File: src/rtl/lift_step_pipe_pkg.sv
// Shared types and helpers for the LeGall 5/3 lifting-step pipeline.
// Data fields are held at a fixed maximum width so one record type serves every W up to LIFT_MW.
package lift_pkg;

    localparam int LIFT_MW = 32;
    localparam int LIFT_FW = LIFT_MW + 2;

    localparam logic MODE_PRED = 1'b1;
    localparam logic MODE_UPD  = 1'b0;
    localparam logic DIR_FWD   = 1'b1;
    localparam logic DIR_INV   = 1'b0;

    typedef logic signed [LIFT_FW-1:0] lift_full_t;

    typedef struct packed {
        logic                      valid;
        logic signed [LIFT_MW-1:0] sam;
        logic signed [LIFT_MW:0]   sum1;
        logic                      even_odd;
        logic                      fwd_inv;
    } stage_rec_t;

    // Clamp a wide result into the signed w-bit range.
    function automatic lift_full_t sat_w(input lift_full_t value, input int w);
        lift_full_t hi;
        lift_full_t lo;
        hi = (lift_full_t'(1) <<< (w - 1)) - lift_full_t'(1);
        lo = -hi - lift_full_t'(1);
        if (value > hi) begin
            return hi;
        end
        if (value < lo) begin
            return lo;
        end
        return value;
    endfunction

endpackage

File: src/rtl/lift_step_pipe_if.sv
// Sample-in / result-out stream bundle of the lifting-step unit.
interface lift_step_pipe_if #(
    parameter int W     = 16,
    parameter int CNT_W = 16
);
    logic                in_valid;
    logic                in_ready;
    logic signed [W-1:0] left_s;
    logic signed [W-1:0] right_s;
    logic signed [W-1:0] sam_s;
    logic                even_odd_s;
    logic                fwd_inv_s;
    logic                out_valid;
    logic                out_ready;
    logic signed [W-1:0] res_s;
    logic                sat_flag;
    logic [CNT_W-1:0]    sample_cnt;

    modport master (
        output in_valid, left_s, right_s, sam_s, even_odd_s, fwd_inv_s, out_ready,
        input  in_ready, out_valid, res_s, sat_flag, sample_cnt
    );

    modport slave (
        input  in_valid, left_s, right_s, sam_s, even_odd_s, fwd_inv_s, out_ready,
        output in_ready, out_valid, res_s, sat_flag, sample_cnt
    );
endinterface

File: src/rtl/lift_step_pipe_arith.sv
// Combinational predict/update arithmetic: exact wide result plus W-range overflow flag.
module lift_arith
    import lift_pkg::*;
#(
    parameter int W = 16
) (
    input  logic signed [LIFT_MW:0]   sum1,
    input  logic signed [LIFT_MW-1:0] sam,
    input  logic                      even_odd,
    input  logic                      fwd_inv,
    output lift_full_t                full,
    output logic                      ovf
);
    localparam lift_full_t HI = (lift_full_t'(1) <<< (W - 1)) - lift_full_t'(1);
    localparam lift_full_t LO = -HI - lift_full_t'(1);

    lift_full_t sum_x;
    lift_full_t delta;

    always_comb begin
        sum_x = lift_full_t'(sum1);
        if (even_odd == MODE_PRED) begin
            delta = sum_x >>> 1;
        end else begin
            delta = (sum_x + lift_full_t'(2)) >>> 2;
        end
        // Forward predict and inverse update subtract; the other two add.
        if ((even_odd == MODE_PRED) == (fwd_inv == DIR_FWD)) begin
            full = lift_full_t'(sam) - delta;
        end else begin
            full = lift_full_t'(sam) + delta;
        end
        ovf = (full > HI) || (full < LO);
    end
endmodule

File: src/rtl/lift_step_pipe.sv
// Two-stage pipelined LeGall 5/3 lifting step with valid/ready backpressure.
// W may range up to lift_pkg::LIFT_MW.
module lift_step_pipe
    import lift_pkg::*;
#(
    parameter int W     = 16,
    parameter int SAT   = 1,
    parameter int CNT_W = 16
) (
    input logic         clk_fast,
    input logic         rst,
    lift_step_pipe_if.slave bus
);
    stage_rec_t          st1_q, st1_d;
    logic                v2_q, v2_d;
    logic signed [W-1:0] res_q, res_d;
    logic                sat_q, sat_d;
    logic [CNT_W-1:0]    cnt_q, cnt_d;

    logic                adv;
    logic                in_xfer;
    lift_full_t          full;
    logic                ovf;
    logic signed [W-1:0] res_w;

    lift_arith #(.W(W)) u_arith (
        .sum1     (st1_q.sum1),
        .sam      (st1_q.sam),
        .even_odd (st1_q.even_odd),
        .fwd_inv  (st1_q.fwd_inv),
        .full     (full),
        .ovf      (ovf)
    );

    assign res_w = W'((SAT != 0) ? sat_w(full, W) : full);

    always_comb begin
        adv     = !v2_q || bus.out_ready;
        in_xfer = bus.in_valid && adv;
        st1_d   = st1_q;
        v2_d    = v2_q;
        res_d   = res_q;
        sat_d   = sat_q;
        cnt_d   = cnt_q + CNT_W'(in_xfer);
        // Whole pipe moves as one; a stalled output freezes both stages.
        if (adv) begin
            st1_d.valid    = in_xfer;
            st1_d.sam      = LIFT_MW'(bus.sam_s);
            st1_d.sum1     = (LIFT_MW + 1)'(bus.left_s) + (LIFT_MW + 1)'(bus.right_s);
            st1_d.even_odd = bus.even_odd_s;
            st1_d.fwd_inv  = bus.fwd_inv_s;
            v2_d           = st1_q.valid;
            if (st1_q.valid) begin
                res_d = res_w;
                sat_d = sat_q | ovf;
            end
        end
    end

    always_ff @(posedge clk_fast) begin
        if (rst) begin
            st1_q <= '0;
            v2_q  <= 1'b0;
            res_q <= '0;
            sat_q <= 1'b0;
            cnt_q <= '0;
        end else begin
            st1_q <= st1_d;
            v2_q  <= v2_d;
            res_q <= res_d;
            sat_q <= sat_d;
            cnt_q <= cnt_d;
        end
    end

    assign bus.in_ready   = adv;
    assign bus.out_valid  = v2_q;
    assign bus.res_s      = res_q;
    assign bus.sat_flag   = sat_q;
    assign bus.sample_cnt = cnt_q;
endmodule

File: src/flat_wrapper.sv
// flat-port wrapper written by rule: the top's interface ports become plain ports
module lift_step_pipe_flat import lift_pkg::*;
#(
    parameter int W     = 16,
    parameter int SAT   = 1,
    parameter int CNT_W = 16
)
  (clk_fast, rst, bus_in_valid, bus_left_s, bus_right_s, bus_sam_s, bus_even_odd_s, bus_fwd_inv_s, bus_out_ready, bus_in_ready, bus_out_valid, bus_res_s, bus_sat_flag, bus_sample_cnt);
  lift_step_pipe_if #(.W(W), .CNT_W(CNT_W)) bus_i ();
  input logic clk_fast;
  input logic rst;
  input wire logic [$bits(bus_i.in_valid)-1:0] bus_in_valid;
  input wire logic [$bits(bus_i.left_s)-1:0] bus_left_s;
  input wire logic [$bits(bus_i.right_s)-1:0] bus_right_s;
  input wire logic [$bits(bus_i.sam_s)-1:0] bus_sam_s;
  input wire logic [$bits(bus_i.even_odd_s)-1:0] bus_even_odd_s;
  input wire logic [$bits(bus_i.fwd_inv_s)-1:0] bus_fwd_inv_s;
  input wire logic [$bits(bus_i.out_ready)-1:0] bus_out_ready;
  output wire logic [$bits(bus_i.in_ready)-1:0] bus_in_ready;
  output wire logic [$bits(bus_i.out_valid)-1:0] bus_out_valid;
  output wire logic [$bits(bus_i.res_s)-1:0] bus_res_s;
  output wire logic [$bits(bus_i.sat_flag)-1:0] bus_sat_flag;
  output wire logic [$bits(bus_i.sample_cnt)-1:0] bus_sample_cnt;
  assign bus_i.in_valid = bus_in_valid;
  assign bus_i.left_s = bus_left_s;
  assign bus_i.right_s = bus_right_s;
  assign bus_i.sam_s = bus_sam_s;
  assign bus_i.even_odd_s = bus_even_odd_s;
  assign bus_i.fwd_inv_s = bus_fwd_inv_s;
  assign bus_i.out_ready = bus_out_ready;
  assign bus_in_ready = bus_i.in_ready;
  assign bus_out_valid = bus_i.out_valid;
  assign bus_res_s = bus_i.res_s;
  assign bus_sat_flag = bus_i.sat_flag;
  assign bus_sample_cnt = bus_i.sample_cnt;
  lift_step_pipe #(.W(W), .SAT(SAT), .CNT_W(CNT_W)) u_core (.clk_fast(clk_fast), .rst(rst), .bus(bus_i));
endmodule
File: config.mk
export PLATFORM = sky130hd
export DESIGN_NAME = lift_step_pipe_flat
export DESIGN_NICKNAME = d
export VERILOG_FILES = /design/src/rtl/lift_step_pipe_pkg.sv /design/src/rtl/lift_step_pipe_if.sv /design/src/rtl/lift_step_pipe_arith.sv /design/src/rtl/lift_step_pipe.sv /design/src/flat_wrapper.sv
export SDC_FILE = /design/constraint.sdc
export NUM_CORES = 1
export LEC_CHECK = 0
export CORE_ASPECT_RATIO = 0.9
export CORE_MARGIN = 2
export CORE_UTILIZATION = 40
export DETAILED_ROUTE_END_ITERATION = 7
export GPL_ROUTABILITY_DRIVEN = 0
export PLACE_DENSITY_LB_ADDON = 0.05
export RECOVER_POWER = 100
export SYNTH_ARGS = -nofsm -noshare
export SYNTH_HDL_FRONTEND = slang
export SYNTH_SLANG_ARGS = --single-unit
File: constraint.sdc
create_clock -name clk_fast -period 5.6 [get_ports clk_fast]
set_clock_uncertainty 0.05 [all_clocks]
set_input_delay 0.84 -clock clk_fast [delete_from_list [all_inputs] [get_ports clk_fast]]
set_output_delay 0.84 -clock clk_fast [all_outputs]
set_load 0.03 [all_outputs]
# --- Yosys cells after proc, flatten, opt, wreduce, memory -nomap -nowiden ---
# Index checks and enable logic that the tools add are counted.
totals:
  in_bits: 54
  ff_bits: 70
  output_inout_bits: 35
  elab_cells: 32
op_classes:
  eq_ne: 1
  bitwise: 1
  order_cmp: 2
  addsub: 5
  n_reduce_logical: 5
  n_mux: 9
op_table:
  columns: ["operator", "count"]
  rows:
  - ["34-bit 2-to-1 mux", 2]
  - ["16-bit 2-to-1 mux", 4]
  - ["16-bit by 34-bit adder with 34-bit output", 1]
  - ["34-bit by 16-bit greater-than comparator with 1-bit output, second input constant", 1]
  - ["34-bit by 16-bit less-than comparator with 1-bit output, second input constant", 1]
  - ["16-bit by 34-bit subtractor with 34-bit output", 1]
  - ["17-bit by 3-bit adder with 18-bit output, second input constant", 1]
  - ["16-bit by 16-bit adder with 17-bit output", 1]
  - ["16-bit by 1-bit adder with 16-bit output", 1]
  - ["1-bit 2-to-1 mux", 3]
  - ["1-bit logical OR", 2]
  - ["2-bit AND reduction", 1]
  - ["1-bit equality test", 1]
  - ["1-bit logical AND", 1]
  - ["1-bit logical NOT", 1]
  - ["1-bit OR", 1]

# --- Depth between registers and ports, before layout ---
depth:
  depth_word: 9
  mapped_depth: 26
  ltp_nobuf: 23

# --- Modules after synthesis ---
# A second synthesis with hierarchy kept.
hier_totals:
  hier_cells: 1159
  hier_area_um2: 8284.2
by_module_without_submodules:
  columns: ["mod", "cells_each", "seq_area_each_um2", "n_inst", "area_per_inst_um2"]
  rows:
  - ["lift_arith", 721, 0.0, 1, 4799.6]
  - ["lift_step_pipe", 438, 1401.3, 1, 3484.6]

# --- Worst setup path after synthesis ---
# OpenSTA, ideal clock, no wires.
synth_path:
  kind: "flip-flop to flip-flop"
  from: "register u_core.st1_q[4] (netlist name)"
  to: "register u_core.res_q[10] (netlist: u_core.bus.res_s[10])"
  path_stages_with_launch: 24
  path_slack_ns: -0.131
  required_ns: 5.428
  path_buffers: 2
  synth_period_minus_slack_ns: 5.731
  arrival_time_ns: 5.559
  setup_time_ns: 0.122
  cell_sequence: "dfxtp_1 -> ha_1 -> nand3_1 -> or3_1 -> o311ai_0 -> and2b_1 -> nand3_1 -> nor3_4 -> nand4_1 -> ha_1 -> nor2_1 -> nor2_1 -> ha_1 -> clkbuf_1 -> nand3_1 -> or4_1 -> o221ai_1 -> xor2_1 -> or4_1 -> nand4bb_1 -> nor4_4 -> nor4_4 -> buf_6 -> a221o_1"
synth_between:
  elab_chain_len: 9
synth_lines:
  columns: ["element", "line", "text"]
  rows:
  - ["start: declaration", "lift_step_pipe.sv:14", "stage_rec_t st1_q, st1_d;"]
  - ["start signal: assignment", "lift_step_pipe.sv:68", "st1_q <= st1_d;"]
  - ["17-bit by 3-bit adder with 18-bit output", "lift_step_pipe_arith.sv:25", "delta = (sum_x + lift_full_t'(2)) >>> 2;"]
  - ["34-bit 2-to-1 mux *", "lift_step_pipe_arith.sv:22", "if (even_odd == MODE_PRED) begin"]
  - ["16-bit by 34-bit adder with 34-bit output or 16-bit by 34-bit subtractor with 34-bit output (tied branches)", "lift_step_pipe_arith.sv:31, lift_step_pipe_arith.sv:29", null]
  - ["34-bit 2-to-1 mux *", "lift_step_pipe_arith.sv:28", "if ((even_odd == MODE_PRED) == (fwd_inv == DIR_FWD)) begin"]
  - ["34-bit by 16-bit less-than comparator with 1-bit output", "lift_step_pipe_pkg.sv:32", "if (value < lo) begin"]
  - ["1-bit 2-to-1 mux (2 in a row)", "lift_step_pipe_pkg.sv:32", null]
  - ["16-bit 2-to-1 mux", "lift_step_pipe_pkg.sv:35", "return value;"]
  - ["16-bit 2-to-1 mux *", "lift_step_pipe_pkg.sv:32", null]
  - ["end signal: assignment", "lift_step_pipe.sv:70", "res_q <= res_d;"]
  - ["end: declaration", "lift_step_pipe.sv:16", "logic signed [W-1:0] res_q, res_d;"]
# Mark *: on every way between the ends. The rest lies on a longest branch, timed or not. The select of a mux whose other input is x is not followed.
# A chain may end at the register's enable or synchronous reset.

# --- Worst setup path after layout ---
layout_path:
  from: "register u_core.st1_q[4] (netlist name)"
  to: "register u_core.sat_q (netlist: u_core.bus.sat_flag)"
layout_between:
  elab_chain_len: 7
layout_lines:
  columns: ["element", "line", "text"]
  rows:
  - ["17-bit by 3-bit adder with 18-bit output", "lift_step_pipe_arith.sv:25", null]
  - ["34-bit 2-to-1 mux *", "lift_step_pipe_arith.sv:22", null]
  - ["16-bit by 34-bit adder with 34-bit output or 16-bit by 34-bit subtractor with 34-bit output (tied branches)", "lift_step_pipe_arith.sv:31, lift_step_pipe_arith.sv:29", null]
  - ["34-bit 2-to-1 mux *", "lift_step_pipe_arith.sv:28", null]
  - ["34-bit by 16-bit greater-than comparator with 1-bit output or 34-bit by 16-bit less-than comparator with 1-bit output (tied branches)", "lift_step_pipe_arith.sv:33", "ovf = (full > HI) || (full < LO);"]
  - ["1-bit logical OR *", "lift_step_pipe_arith.sv:33", null]
  - ["1-bit OR *", "lift_step_pipe.sv:55", "sat_d = sat_q | ovf;"]
  - ["end signal: assignment", "lift_step_pipe.sv:71", "sat_q <= sat_d;"]
  - ["end: declaration", "lift_step_pipe.sv:17", "logic sat_q, sat_d;"]
# Mark *: on every way between the ends. The rest lies on a longest branch, timed or not.

==> results.yml <==
global_route:
  grt_pass1_wl_um: 29500
  gr-usage-met2_pct: 35.8
  grt_max_degree: 54
  track_usage_pct: 21.9
  grt_pass1_vias: 6267
  grtUsageMet3_pct: 4.49
  grt.busiest_layer: "met2"
  grt.met1_usage_pct: 29.1
  overflow: 0
  antenna_found_initial: 0
floorplan:
  die_h_um: 122
  fp.dieW_um: 135
  rows: 43
  initial_core_util_pct: 40.6
  io_pins: 89
  dieArea_sq_um: 16500
  core_sq_um: 15300
worst_setup_path:
  slowest_stage: "or3_4"
  crit_required_ns: 5.78
  cp_common_cell: "nand4_1"
  crit_family: "compound AO/OA/AOI/OAI gates"
  end_kind: "flop"
  cp_max_fo: 7
  cp-start-kind: "flop"
  crit_path_max_incr_delay_ns: 0.44
  arrival_ns: 5.76
  rr_worst_depth: 24
  cp_num_cells: 24
  cp_num_buf_inv: 4
  crit_chain: "buf_6 > nand4_1 > or3_4 > o311a_1 > a221o_1 > nor3_4 > nand3_1 > ha_1 > nor2_1 > nor2_1 > ha_1 > a31o_4 > a211oi_2 > o21a_2 > buf_6 > nand4_1 > a221o_1 > nand4_1 > o311ai_2 > buf_4 > nor4_4 > buf_4 > nor4_4 > a311o_1"
  path_class: "flop to flop"
logic_synthesis:
  synth_area_sq_um: 6210
  synthMuxAreaShare_pct: 0.504
  post_synth_fa_ha_maj_area_fraction_pct: 11.5
  synth_top_area_cell: "dfxtp_1"
  seq_area_frac_synth_pct: 22.2
  yosysMostFrequentCell: "nand2_1"
  async_flop_share_pct: 0
  ys_top_cells_by_area: "dfxtp_1 22%, ha_1 11%, a21oi_1 7.3%, nand2_1 6.6%, xor2_1 5.2%"
  synth_commonest_cells: "109 x nand2_1, 90 x a21oi_1, 84 x nor2_1, 69 x dfxtp_1, 54 x ha_1"
  synth_cell_types: 82
  synth_edf_count: 0
  synth_top_family_by_area: "simple AND/OR/NAND/NOR gates"
  avgSynthCellArea_sq_um: 7.57
  syn_inst: 820
  synth-main-ff-cell: "dfxtp_1"
  synth-xor-area-share_pct: 9.85
  synth_compound_area_share_pct: 25.9
  synthSimpleGateAreaFrac_pct: 26.3
  synth_top_area_share_pct: 22.2
  ys_warn_count: 0
  synth_nets: 930
  synth.ff_latch_count: 69
timing:
  slew_violations: 0
  period_minus_slack_ns: 5.58
  post-route-period-util_pct: 99.7
  grt_setup_unrepaired: "true"
  hold_viol: 0
  holdWs_ns: 0.400
  worst_slew_pin_slew_ns: 0.995
  max_freq_mhz: 179
  fin_tns_setup_ns: 0
  slew_headroom_pct: 33.6
  finalSetupViolCount: 0
power_and_ir_drop:
  pwr_density_cell_nw_per_um2: 311
  irDropWorstVdd_v: 0.000192
  p_leak_nw: 3.77
  p_total_mw: 2.70
worst_hold_path:
  min_delay_path_depth: 2
  hp-class: "flop to flop"
clock_tree:
  cts_max_level: 3
  clkSinkCount: 69
  cts.clk_slew.worst_paths_ns: 0.06
  cts-root-buf: "clkbuf_16"
  cts_tree: "built"
  clk_latency_ns: 0.34
  clockBufferDepth: 2
  cts_made_buffers: 9
  cts_hold_buf: 0
outcome:
  status: "finished, final reports clean"
drt:
  post_drt_wl_per_cell_um: 14.9
  first_pass_iters: 5
  vias_per_cell: 5.45
  drtIter0Drc: 313
  drt-total-wl_um: 18000
  antenna_left: 0
  drcViolationCount: 0
  route.vias.total: 6603
placement:
  dp_hpwl_um: 13800
  port_buffers: 88
  place_area_sq_um: 7920
flow_run:
  drv_cap: 0
cells_and_area:
  num-fill-cells: 1414
  fin_util_pct: 57.0
  fin_area_sq_um: 8710
  insertedDiodeCount: 0
  drive_gt1_share_pct: 20.0
  nNetsFinal: 1115
  syn2layout_area_growth_pct: 40.3
repair_timing:
item | 4_1_cts | 5_1_grt
pin swaps | 23 | 15
endpoints found under the setup margin | 16 | 16
resized for setup | 36 | 22
setup buffers | 16 | 6
gates cloned | 1 | 0
kinds of logic after synthesis:
logic type,after synthesis
AO/OA/AOI/OAI,239
AND/OR/NAND/NOR,330
multiplexers,3
XOR/XNOR,68
flip-flops,69
adder cells (fa/ha/maj),56
buffers and inverters,55
final cells by class:
class,instances,area [sq um],share of cell area (%)
Clock buffer,9,225,2.59
Clock inverter,7,82.6,0.948
Inverter,19,71.3,0.819
Multi-Input combinational cell,697,4870,55.9
Sequential cell,69,1390,15.9
Tap cell,202,253,2.90
Timing Repair Buffer,209,1820,20.9
metrics by stage:
step           std cells  setup slack (ns)
2_1_floorplan        820           0.00349
3_3_place_gp        1173           -0.0857
3_5_place_dp        1173            -0.280
4_1_cts             1206           0.00362
5_1_grt             1212            -0.199
6_report            1212            0.0162
report_power, final:
group	leakage, nW	internal (mW)	switching, mW
Clock	0.150	0.352	0.233
Sequential	0.570	0.545	0.0406
Combinational	3.05	0.717	0.817
Total	3.77	1.61	1.09
state kept, by name, indices dropped and copies added (netlist names):
signal                 count
u_core.bus.out_valid       1
u_core.bus.res_s          16
u_core.bus.sample_cnt     16
u_core.bus.sat_flag        1
u_core.st1_q              35
worst paths after layout:
path,endpoint,slack [ns],startpoint
max,u_core.bus.sat_flag$_SDFFE_PP0P_,0.02,u_core.st1_q[4]$_SDFFE_PP0N_
min,u_core.st1_q[35]$_SDFFE_PP0N_,0.40,u_core.st1_q[35]$_SDFFE_PP0N_
max reg2reg,u_core.bus.sat_flag$_SDFFE_PP0P_,0.02,u_core.st1_q[4]$_SDFFE_PP0N_
min reg2reg,u_core.st1_q[35]$_SDFFE_PP0N_,0.40,u_core.st1_q[35]$_SDFFE_PP0N_
worst min-delay path, cell delays in order, from the launching register on:
cell and delay (ns):
dfxtp_1 0.31, nand2_1 0.05, a21oi_1 0.05
placed cells by master, fill, tap and decap left out, types with 4 or more instances in the layout:
| cell type | count |
|---|---|
| nand4_1 | 12 |
| xor2_1 | 35 |
| dfxtp_1 | 65 |
| xnor2_1 | 29 |
| nand2_1 | 109 |
| a221o_1 | 15 |
| clkbuf_16 | 9 |
| a21oi_1 | 88 |
| nor2_1 | 83 |
| or3_1 | 6 |
| nand2b_1 | 12 |
| clkdlybuf4s50_1 | 51 |
| buf_4 | 114 |
| dlygate4sd3_1 | 36 |
| ha_1 | 52 |
| buf_6 | 6 |
| o21ai_0 | 31 |
| a211oi_1 | 5 |
| a21o_1 | 13 |
| o31ai_1 | 4 |
| nand3_1 | 27 |
| o21ai_1 | 4 |
| and2_1 | 5 |
| nor2b_1 | 13 |
| o211ai_1 | 9 |
| a31oi_1 | 4 |
| dfxtp_2 | 4 |
| inv_1 | 18 |
| o21a_1 | 10 |
| and3_1 | 11 |
| nor3_1 | 12 |
layer usage:
metal  share of wire, %  vias up  wire (um)
met5                  0        -          0
met4                1.5        0        266
met3                4.9       29        875
met2                 47      157       8390
met1                 47     3051       8470
li1                   -     3366          -
No activity file was read; power rests on OpenSTA's default activity.
